`src/rtl/sync_arb_ctrl.sv`:
```
// Round-robin arbiter that time-shares one multi-stage synchronizer between
// NREQ requesters, re-tagging each synchronized payload with its requester id.
module sync_arb_ctrl #(
  parameter  int DW    = 4,
  parameter  int STAGE = 3,
  parameter  int NREQ  = 4,
  localparam int IDW   = $clog2(NREQ)
) (
  input  logic              clk,
  input  logic              rst_n,
  input  logic              i_srst,
  input  logic [NREQ-1:0]   i_req_valid,
  input  logic [NREQ*DW-1:0] i_req_data,
  output logic [NREQ-1:0]   o_req_ready,
  input  logic [NREQ-1:0]   i_cfg_en,
  input  logic              i_flush,
  output logic [DW-1:0]     o_sync_din,
  input  logic [DW-1:0]     i_sync_dout,
  output logic              o_rsp_valid,
  output logic [IDW-1:0]    o_rsp_id,
  output logic [DW-1:0]     o_rsp_data,
  output logic              o_flush_done,
  output logic              o_busy
);

  typedef enum logic [1:0] {RUN, DRAIN, HOLD} ArbState;

  ArbState          r_state;
  logic             r_flushDone;
  logic [IDW-1:0]   r_rrPtr;
  logic [NREQ-1:0]  r_inFlight;
  logic [STAGE-1:0] r_tagValid;
  logic [IDW-1:0]   r_tagId [STAGE];

  logic [NREQ-1:0]  w_clear;
  logic [NREQ-1:0]  w_eligible;
  logic [NREQ-1:0]  w_grantVec;
  logic             w_grant;
  logic [IDW-1:0]   w_grantId;
  logic [IDW-1:0]   w_nextPtr;
  logic [IDW:0]     w_search;
  logic [IDW-1:0]   w_idx;
  logic             w_rspValid;
  logic [IDW-1:0]   w_rspId;
  logic             w_pipeDrained;

  assign w_rspValid = r_tagValid[STAGE-1];
  assign w_rspId    = r_tagId[STAGE-1];

  // With grants stopped, the pipe is empty after this edge once only the last stage may hold a tag.
  assign w_pipeDrained = ~|r_tagValid[STAGE-2:0];

  // A requester whose tag is being delivered this cycle may be granted again at once.
  always_comb begin
    w_clear    = '0;
    w_eligible = '0;
    for (int i = 0; i < NREQ; i++) begin
      w_clear[i]    = w_rspValid && (w_rspId == IDW'(i));
      w_eligible[i] = i_req_valid[i] && i_cfg_en[i] && (!r_inFlight[i] || w_clear[i]);
    end
    if (!rst_n || i_srst || i_flush || (r_state != RUN)) begin
      w_eligible = '0;
    end
  end

  always_comb begin
    w_grant   = 1'b0;
    w_grantId = '0;
    w_search  = '0;
    w_idx     = '0;
    for (int k = 0; k < NREQ; k++) begin
      w_search = {1'b0, r_rrPtr} + (IDW+1)'(k);
      if (w_search >= (IDW+1)'(NREQ)) begin
        w_search = w_search - (IDW+1)'(NREQ);
      end
      w_idx = w_search[IDW-1:0];
      if (!w_grant && w_eligible[w_idx]) begin
        w_grant   = 1'b1;
        w_grantId = w_idx;
      end
    end
  end

  assign w_grantVec = w_grant ? (NREQ'(1) << w_grantId) : '0;
  assign w_nextPtr  = (w_grantId == IDW'(NREQ-1)) ? '0 : w_grantId + IDW'(1);

  always_comb begin
    o_sync_din = '0;
    for (int i = 0; i < NREQ; i++) begin
      if (w_grantVec[i]) begin
        o_sync_din = i_req_data[i*DW +: DW];
      end
    end
  end

  always_ff @(posedge clk or negedge rst_n) begin
    if (!rst_n) begin
      r_rrPtr    <= '0;
      r_inFlight <= '0;
      r_tagValid <= '0;
      for (int s = 0; s < STAGE; s++) begin
        r_tagId[s] <= '0;
      end
    end else if (i_srst) begin
      r_rrPtr    <= '0;
      r_inFlight <= '0;
      r_tagValid <= '0;
      for (int s = 0; s < STAGE; s++) begin
        r_tagId[s] <= '0;
      end
    end else begin
      if (w_grant) begin
        r_rrPtr <= w_nextPtr;
      end
      r_inFlight <= (r_inFlight & ~w_clear) | w_grantVec;
      r_tagValid <= {r_tagValid[STAGE-2:0], w_grant};
      r_tagId[0] <= w_grantId;
      for (int s = 1; s < STAGE; s++) begin
        r_tagId[s] <= r_tagId[s-1];
      end
    end
  end

  always_ff @(posedge clk or negedge rst_n) begin
    if (!rst_n) begin
      r_state     <= RUN;
      r_flushDone <= 1'b0;
    end else if (i_srst) begin
      r_state     <= RUN;
      r_flushDone <= 1'b0;
    end else begin
      r_flushDone <= 1'b0;
      case (r_state)
        RUN: begin
          if (i_flush) begin
            r_state <= DRAIN;
          end
        end
        DRAIN: begin
          if (w_pipeDrained) begin
            r_state     <= HOLD;
            r_flushDone <= 1'b1;
          end
        end
        HOLD: begin
          if (!i_flush) begin
            r_state <= RUN;
          end
        end
        default: r_state <= RUN;
      endcase
    end
  end

  assign o_req_ready  = w_grantVec;
  assign o_rsp_valid  = w_rspValid;
  assign o_rsp_id     = w_rspId;
  assign o_rsp_data   = w_rspValid ? i_sync_dout : '0;
  assign o_flush_done = r_flushDone;
  assign o_busy       = |r_tagValid;

endmodule

```
`config.mk`:
```
export PLATFORM = sky130hd
export DESIGN_NAME = sync_arb_ctrl
export DESIGN_NICKNAME = d
export VERILOG_FILES = /design/src/rtl/sync_arb_ctrl.sv
export SDC_FILE = /design/constraint.sdc
export NUM_CORES = 1
export LEC_CHECK = 0
export BUFFER_PORTS_ARGS = -buffer_cell sky130_fd_sc_hd__buf_2
export CORE_MARGIN = 5
export CORE_UTILIZATION = 47
export DETAILED_ROUTE_END_ITERATION = 6
export PLACE_DENSITY = 0.79
export SKIP_CTS_REPAIR_TIMING = 1
export SYNTH_ARGS = -nofsm -noshare
export SYNTH_HDL_FRONTEND = slang
export SYNTH_SLANG_ARGS = --single-unit
```
`constraint.sdc`:
```
create_clock -name clk -period 3.3 [get_ports clk]
set_input_delay 0.33 -clock clk [delete_from_list [all_inputs] [get_ports clk]]
set_output_delay 0.33 -clock clk [all_outputs]
set_load 0.03 [all_outputs]
```
# --- Word-level counts from Yosys, hierarchy flattened ---
# Index checks and enable logic that the tools add are counted.
classes:
  n_addsub: 8
  magnitude_cmp: 8
  eq_ne: 9
  shift: 1
  muxes: 41
  n_bitwise: 3
  reduce_logical: 37
ops:
  columns: ["operator", "n"]
  rows:
  - ["$mux 4", 8]
  - ["$mux 2", 15]
  - ["$logic_and 1x1->1", 15]
  - ["$lt 2x3->1 const B", 4]
  - ["$mux 1", 11]
  - ["$ge 3x3->1 const B", 3]
  - ["$ne 3x3->1 const B", 3]
  - ["$bmux 1 s2", 4]
  - ["$eq 2x2->1 const B", 4]
  - ["$logic_not 1->1", 8]
  - ["$sub 2x1->2 const B", 4]
  - ["$logic_or 1x1->1", 7]
  - ["$add 2x2->3 const B", 2]
  - ["$mux 6", 1]
  - ["$pmux 2 s3", 1]
  - ["$and 4x4->4", 1]
  - ["$eq 2x1->1 const B", 2]
  - ["$logic_not 2->1", 2]
  - ["$not 4->4", 1]
  - ["$or 4x4->4", 1]
  - ["$reduce_bool 2->1", 2]
  - ["$shl 1x2->4 const A", 1]
  - ["$add 2x1->3 const B", 1]
  - ["$ge 2x3->1 const B", 1]
  - ["5 further kinds", 5]
totals:
  register_bits: 18
  input_bits: 32
  output_inout_bits: 17

# --- Logic depth before layout (Yosys ltp) ---
# Gate-level depths: netlist of run 1.
logic_depth:
  word_depth: 23
  depth_mapped: 12
  depth_no_buf: 11

# --- Worst setup path before layout of run 1 ---
# OpenSTA, ideal clock, no wires.
synth_path:
  path_kind: "reg-to-output"
  start: "register r_tagValid[2]"
  end: "output port o_sync_din[0]"
  arrival_time_ns: 2.793
  t_required_ns: 2.970
  path_slack_ns: 0.177
  stages_incl_launch_ff: 12
  cell_sequence: "dfrtp_1 > nand3b_1 > a21bo_2 > o21a_1 > o211ai_1 > a21oi_1 > ha_1 > nor2b_1 > a221oi_1 > nor3_1 > a21oi_1 > nor2b_1"
synth_between:
  elab_chain_cells: 22
  word_cells_on_any_way: 41
  cone_classes: "1 x shift; 22 x mux; 18 x reduce/logical"
synth_lines:
  columns: ["item", "line_no", "source"]
  rows:
  - ["from (decl)", "32", "logic [STAGE-1:0] r_tagValid;"]
  - ["from (signal assigned)", "116", "r_tagValid <= {r_tagValid[STAGE-2:0], w_grant};"]
  - ["$logic_and 1x1->1", "58", "w_clear[i] = w_rspValid && (w_rspId == IDW'(i));"]
  - ["$logic_or 1x1->1", "59", "w_eligible[i] = i_req_valid[i] && i_cfg_en[i] && (!r_inFlight[i] || w_clear[i]);"]
  - ["$logic_and 1x1->1", "59", null]
  - ["$mux 4 (*)", "61", "if (!rst_n || i_srst || i_flush || (r_state != RUN)) begin"]
  - ["$bmux 1 s2", "77", "if (!w_grant && w_eligible[w_idx]) begin"]
  - ["$mux 1 (implied by the code)", "77", null]
  - ["$mux 1", "77", null]
  - ["$logic_not 1->1", "77", null]
  - ["[... 4 more ...]", null, null]
  - ["$mux 1", "77", null]
  - ["$logic_not 1->1", "77", null]
  - ["$logic_and 1x1->1", "77", null]
  - ["$mux 2", "77", null]
  - ["$shl 1x2->4", "84", "assign w_grantVec = w_grant ? (NREQ'(1) << w_grantId) : '0;"]
  - ["$mux 4 (*)", "84", null]
  - ["$mux 4 (3 in a row)", "90", "if (w_grantVec[i]) begin"]
  - ["$mux 4 (*)", "90", null]
  - ["to (decl)", "17", "output logic [DW-1:0] o_sync_din,"]
# Mark *: on every way between the ends. The rest lies on a longest branch, timed or not. The select of a mux whose other input is x is not followed.

# --- Worst setup path in the final report of run 1 ---
layout_path:
  start: "register r_tagId (netlist bit o_rsp_id[0])"
  end: "output port o_sync_din[0]"
layout_between:
  elab_chain_cells: 23
  word_cells_on_any_way: 45
  cone_classes: "3 x eq/ne; 1 x shift; 22 x mux; 19 x reduce/logical"
layout_lines:
  columns: ["item", "line_no", "source"]
  rows:
  - ["from (decl)", "33", "logic [IDW-1:0] r_tagId [STAGE];"]
  - ["from (signal, indexed assignment)", "119", "r_tagId[s] <= r_tagId[s-1];"]
  - ["$eq 2x1->1 (tied with other cells)", "58", null]
  - ["$logic_and 1x1->1", "58", null]
  - ["$logic_or 1x1->1", "59", null]
  - ["$logic_and 1x1->1", "59", null]
  - ["$mux 4 (*)", "61", null]
  - ["$bmux 1 s2", "77", null]
  - ["$mux 1 (implied by the code)", "77", null]
  - ["$mux 1", "77", null]
  - ["[... 5 more ...]", null, null]
  - ["$mux 1", "77", null]
  - ["$logic_not 1->1", "77", null]
  - ["$logic_and 1x1->1", "77", null]
  - ["$mux 2", "77", null]
  - ["$shl 1x2->4", "84", null]
  - ["$mux 4 (*)", "84", null]
  - ["$mux 4 (3 in a row)", "90", null]
  - ["$mux 4 (*)", "90", null]
# Marked as above.

==> metrics.yaml, run 1 <==
dpl-instance-area_um2: 1430
grt-ovfl-total: 0
drv_cap: 0
antenna_found_initial: 0
p_per_area_nw_per_um2: 291
cts_buffers: 3
tritoncts: "built"
finalNonFillerCells: 211
cts.sinks: 18
slew_viol_final: 0
clock_skew_ps: 8.15
grt_pass1_vias: 1125
drt-total-wl_um: 3260
chipHeight_um: 60.1
arrival_ps: 3090
path_depth: 13
final_common_cell: "buf_2"
grt_setup_unrepaired: "true"
grt_usage: 0.178
total_power_mw: 0.475
layout_common_cells: "buf_2 (44), buf_4 (16), dfrtp_1 (15)"
setup_viol: 3
start_kind: "register"
hold_violations: 0
slew-limit-headroom: 0.727
outcome: "finished, violations left"
cpLargestDelayFamily: "compound AO/OA/AOI/OAI gates"
clk_latency_ps: 310
synthCells: 124
setup_ws_ps: -120
synth_cell_types: 41
io_buffer_count: 48
post-dp-hpwl_um: 2310
cts.reportedPaths.clkPinSlew_ps: 110
wl_per_cell_um: 15.4
crit_buf_inv: 2
grt_pass1_wl_um: 4780
crit_type: "register to output pin"
drtPass1Iterations: 4
h-tree-depth: 1
finalCriticalPeriod_ps: 3420
clk_path_buf_depth: 2
min_path_type: "primary input to register"
crit_top_cell: "buf_4"
min_path_cells: 2
r2r_cells: 9
async_flop_share: 1.00
die_w_um: 60.1
finalCritPeriodShare: 1.04
worst_slew_pin_slew_ps: 399
core-area_um2: 2430
synth_warnings: 0
num_rows: 18
worstPathRequired_ps: 2970
path_max_fanout: 4
postRouteAntennaNets: 0
drive_above_1_share: 0.464
placed_cells: 196
grt_max_degree: 19
end_kind: "output pin"
synth_area_leaders: "dfrtp_1 (38%), nor2b_1 (8.0%), a21oi_1 (4.2%)"
syn_area_per_cell_um2: 9.51
syn_nets: 160
synth_top_area_frac: 0.382
syn_to_final_growth_pct: 38.4
synth-main-ff-cell: "dfrtp_1"
p_leak_nw: 0.853
syn_area_um2: 1180
initial_core_util: 0.485
synth_seq_cells: 18
initialDrtViolationCount: 45
cp_slowest_cell: "dfrtp_2"
synth-edff-count: 0
num_io_pins: 49
fin_area_um2: 1630
drc_errors: 0
nets: 218
place.gp.congestion: 0.955
antenna_cells: 0
ctsRootBufferMaster: "clkbuf_4"
num_vias: 1168
clock.fmax_mhz: 292
ys_seq_area_frac: 0.382
crit_chain: "nand3b_1, a21bo_2, o21a_1, o211ai_1, buf_4, a21o_1, ha_2, nor2b_4, a221oi_2, nor3_1, a21oi_1, nor2b_1, buf_4"
violations: "negative setup slack"
place_ws_ps: 76.5
max_stage_delay_ps: 450
avgViaCountPerCell: 5.54
die_area_um2: 3610
ir_drop_mv: 0.223
synth_top_area_cell: "dfrtp_1"
==> power by group <==
group	total (mW)	switching [mW]	internal (mW)	leakage (nW)
clock network	0.139	0.0721	0.0674	0.0210
registers	0.233	0.00617	0.227	0.243
logic	0.102	0.0535	0.0489	0.589
==> cells in the mapped netlist (2+ instances only) <==
cell type   n
nand3b_1    2
buf_4       2
nor3b_1     2
a21oi_1    10
ha_1        4
a22oi_1     3
and3_1      2
and2_1      8
nand3_1     2
nand2b_1    2
o211ai_1    3
o211a_1     3
nand2_1     3
nor2_1      9
clkbuf_1    4
a221oi_1    4
nor2b_1    15
nor3_1      4
buf_2       2
a21o_1      2
dfrtp_1    18
==> registers in the layout, summed over array words and instances, names as in the netlist <==
register and count:
r_inFlight 4, r_tagId 4, r_tagValid 3, o_rsp_id 2
r_rrPtr 2, r_state 2, o_flush_done 1
==> cells by family after synthesis <==
group                      Yosys count  share of synthesized area
and+or+nand+nor                     54                      0.275
adders and majority gates            4                     0.0425
AOI/OAI and AO/OA                   39                      0.263
buffers and inverters                9                     0.0371
DFF                                 18                      0.382
==> area by class of cell <==
type	count	area [um2]
Clock buffer	4	36.3
Multi-Input combinational cell	97	749
Tap cell	30	37.5
Sequential cell	18	454
Inverter	1	3.75
Timing Repair Buffer	61	350
Fill cell	202	801
==> worst paths after layout <==
| path | slack (ps) | from | endpoint |
|---|---|---|---|
| setup / recovery | -120 | o_rsp_id[0]$_DFF_PN0_ | o_sync_din[0] |
| hold / removal | 360 | i_srst | o_rsp_id[1]$_DFF_PN0_ |
| setup reg to reg | 1010 | o_rsp_id[0]$_DFF_PN0_ | r_inFlight[3]$_DFF_PN0_ |
| hold reg to reg | 470 | r_tagId[4]$_DFF_PN0_ | r_tagId[2]$_DFF_PN0_ |
| max in group asynchronous | 2560 | rst_n | r_tagValid[2]$_DFF_PN0_ |
| min in group asynchronous | 520 | rst_n | r_tagId[2]$_DFF_PN0_ |
==> routing by layer <==
metal / GRT usage / vias to the layer above / routed length [um] / share of wire
li1: - / 562 / - / -
met1: 0.201 / 544 / 1260 / 0.39
met5: 0 / - / 0 / 0
met2: 0.310 / 55 / 1610 / 0.49
met3: 0.0302 / 7 / 305 / 0.094
met4: 0.108 / 0 / 87 / 0.027
==> per-stage QoR <==
step	hold slack (ps)	utilization	setup TNS, ps
2_1_floorplan	34.4	-	0
4_1_cts	-20.6	0.603	-1050
5_1_grt	370	0.671	-792
6_report	361	0.671	-175
3_5_place_dp	320	0.588	0
3_3_place_gp	324	0.588	0
Power figures use the tool's default switching activity.
==> inputs of run 2 (changes only) <==
--- a/config.mk
+++ b/config.mk
@@ -7,9 +7,10 @@
 export LEC_CHECK = 0
 export BUFFER_PORTS_ARGS = -buffer_cell sky130_fd_sc_hd__buf_2
 export CORE_MARGIN = 5
-export CORE_UTILIZATION = 47
+export CORE_UTILIZATION = 40
 export DETAILED_ROUTE_END_ITERATION = 6
-export PLACE_DENSITY = 0.79
+export PLACE_DENSITY = 0.69
+export SETUP_SLACK_MARGIN = 0.15
 export SKIP_CTS_REPAIR_TIMING = 1
 export SYNTH_ARGS = -nofsm -noshare
 export SYNTH_HDL_FRONTEND = slang
==> run 2 against run 1 <==
Against the previous run: the flow now finishes without violations; flip-flop and latch count unchanged; total power is 0.76% lower; sequential power about the same; combinational power about the same; global-route usage fell by 2.9 points; critical path depth unchanged; cell count grew 0.95%; worst setup slack improved by 140 ps; die area rose by 14%; clock-buffer cell count unchanged; first-iteration DRC count is 13% lower; largest power group unchanged; highest routed layer unchanged.
==> metrics.yaml, run 2 (synthesis gave the netlist of run 1 again) <==
outcome: "complete, no violations"
switching_share: 0.276  # -0.00153
num-fill-cells: 225  # +11%
core-area_um2: 2780  # +14%
setup_viol: 0  # -3
ir_drop_mv: 0.260  # +16%
dpl-instance-area_um2: 1430  # about the same
final_common_cell: "buf_2"
power.switching_mw: 0.130  # -1.3%
min_path_cells: 2  # unchanged
drv_cap: 0  # unchanged
slew_viol_final: 0  # unchanged
wl_per_cell_um: 14.9  # -3.4%
path_max_fanout: 7  # +3
antenna_found_initial: 0  # unchanged
num_vias: 1150  # -1.5%
drt-total-wl_um: 3180  # -2.5%
clk_latency_ps: 300  # about the same
grt_usage: 0.150  # -0.0288
ctsRootBufferMaster: "clkbuf_4"
grt_pass1_wl_um: 5120  # +7.1%
grt_max_degree: 19  # unchanged
grt.met3_usage: 0.0350  # +0.00479
drive_above_1_share: 0.489  # +0.0249
tns_ps: 0  # +175 ps
combPwrFrac: 0.210  # -0.006
die_w_um: 64.3  # +7.0%
chipHeight_um: 64.3  # +7.0%
busiest_layer: "met2"
cts_buffers: 3  # unchanged
grt_pass1_vias: 1097  # -2.5%
initialDrtViolationCount: 39  # -13%
hold_violations: 0  # unchanged
post-dp-hpwl_um: 2310  # -0.26%
num_io_pins: 49  # unchanged
intPower_mw: 0.342  # -0.55%
slew-limit-headroom: 0.739  # +0.0123
finalCriticalPeriod_ps: 3280  # -140 ps
grtUsageMet1: 0.203  # +0.00173
h-tree-depth: 1  # unchanged
crit_type: "register to output pin"
multiInputGateArea_um2: 756  # +0.83%
fin_area_um2: 1650  # +1.2%
io_buffer_count: 48  # unchanged
num_rows: 19  # +1
initial_core_util: 0.424  # -0.0608
worstPathRequired_ps: 2970  # about the same
p_per_area_nw_per_um2: 286  # -1.9%
pwr-share-clk: 0.295  # about the same
drtPass1Iterations: 4  # unchanged
drc_errors: 0  # unchanged
postRouteAntennaNets: 0  # unchanged
die_area_um2: 4130  # +14%
placed_cells: 197  # +0.51%
cts.sinks: 18  # unchanged
top_regs: "r_inFlight (4), r_tagId (4), r_tagValid (3)"
p_leak_nw: 0.864  # +1.2%
r2r_cells: 9  # unchanged
tritoncts: "built"
grt-ovfl-total: 0  # unchanged
avgViaCountPerCell: 5.40  # -2.5%
antenna_cells: 0  # unchanged
clock.fmax_mhz: 305  # +4.3%
grt_setup_unrepaired: "true"
min_path_type: "primary input to register"
clock_skew_ps: 8.01  # -0.144 ps
end_kind: "output pin"
finalNonFillerCells: 213  # +0.95%
cts.reportedPaths.clkPinSlew_ps: 110  # about the same
seqCellArea_um2: 454  # unchanged
syn_to_final_growth_pct: 40.0
finalCritPeriodShare: 0.994  # -0.0424
use_met2: 0.243  # -0.0676
nets: 219  # +0.46%
worst_slew_pin_slew_ps: 381  # -18.0 ps
start_kind: "register"
arrival_ps: 2950  # -140 ps
place.gp.congestion: 0.817  # -15%
clk_path_buf_depth: 2  # unchanged
layout_common_cells: "buf_2 (44), buf_4 (16), dfrtp_1 (15)"
seqPwrFrac: 0.495  # +0.004
run 2: changes by cell type in the layout (fill, tap and decap cells not counted), sizes merged:
| cell | delta |
|---|---|
| buf | +1 |
run 2: final cells by class:
cell class	instances	share of cell area
Multi-Input combinational cell	97	0.458
Sequential cell	18	0.275
Inverter	1	0.00227
Timing Repair Buffer	62	0.219
Tap cell	31	0.0235
Clock buffer	4	0.0220
run 2: worst max-delay path, stage by stage (launching register included):
cell,delay [ps]
dfrtp_2,460
buf_6,130
nor3b_4,150
o211ai_1,330
nor3b_1,100
o211a_1,290
a21o_1,190
ha_2,190
nor2b_4,140
a221oi_2,260
nor3_2,70
a21oi_1,120
nor2b_1,60
buf_4,160
run 2: worst paths after layout:
path | from | to | slack, ps
max in group asynchronous | rst_n | r_tagValid[2]$_DFF_PN0_ | 2570
hold reg to reg | r_tagId[2]$_DFF_PN0_ | o_rsp_id[0]$_DFF_PN0_ | 460
setup reg to reg | r_tagValid[2]$_DFF_PN0_ | r_inFlight[3]$_DFF_PN0_ | 1000
hold / removal | i_srst | r_inFlight[2]$_DFF_PN0_ | 370
min in group asynchronous | rst_n | r_rrPtr[0]$_DFFE_PN0P_ | 510
setup / recovery | r_tagValid[2]$_DFF_PN0_ | o_sync_din[0] | 20
run 2: per-layer routing:
metal  share of wire  vias up  routed length [um]
met2            0.49       42                1560
met4           0.020        0                  65
met3           0.074        9                 234
li1                -      565                   -
met1            0.41      534                1310
met5               0        -                   0
run 2: power by group through the flow:
stage / Clock, mW / Combinational (mW) / Sequential (mW)
2_1_floorplan: 0 / 0.0512 / 0.236
3_3_place_gp: 0 / 0.0856 / 0.237
3_5_place_dp: 0 / 0.0877 / 0.237
4_1_cts: 0.144 / 0.0883 / 0.233
5_1_grt: 0.155 / 0.110 / 0.235
6_report: 0.139 / 0.0991 / 0.234
run 2: through the flow:
stage	hold slack (ps)	power, mW	util	setup slack [ps]
floorplan	34.4	0.288	-	177
global placement	306	0.322	0.515	262
detailed placement	312	0.325	0.515	143
CTS	-25.5	0.465	0.528	-221
global route	364	0.499	0.593	-201
finish	369	0.472	0.593	20.4
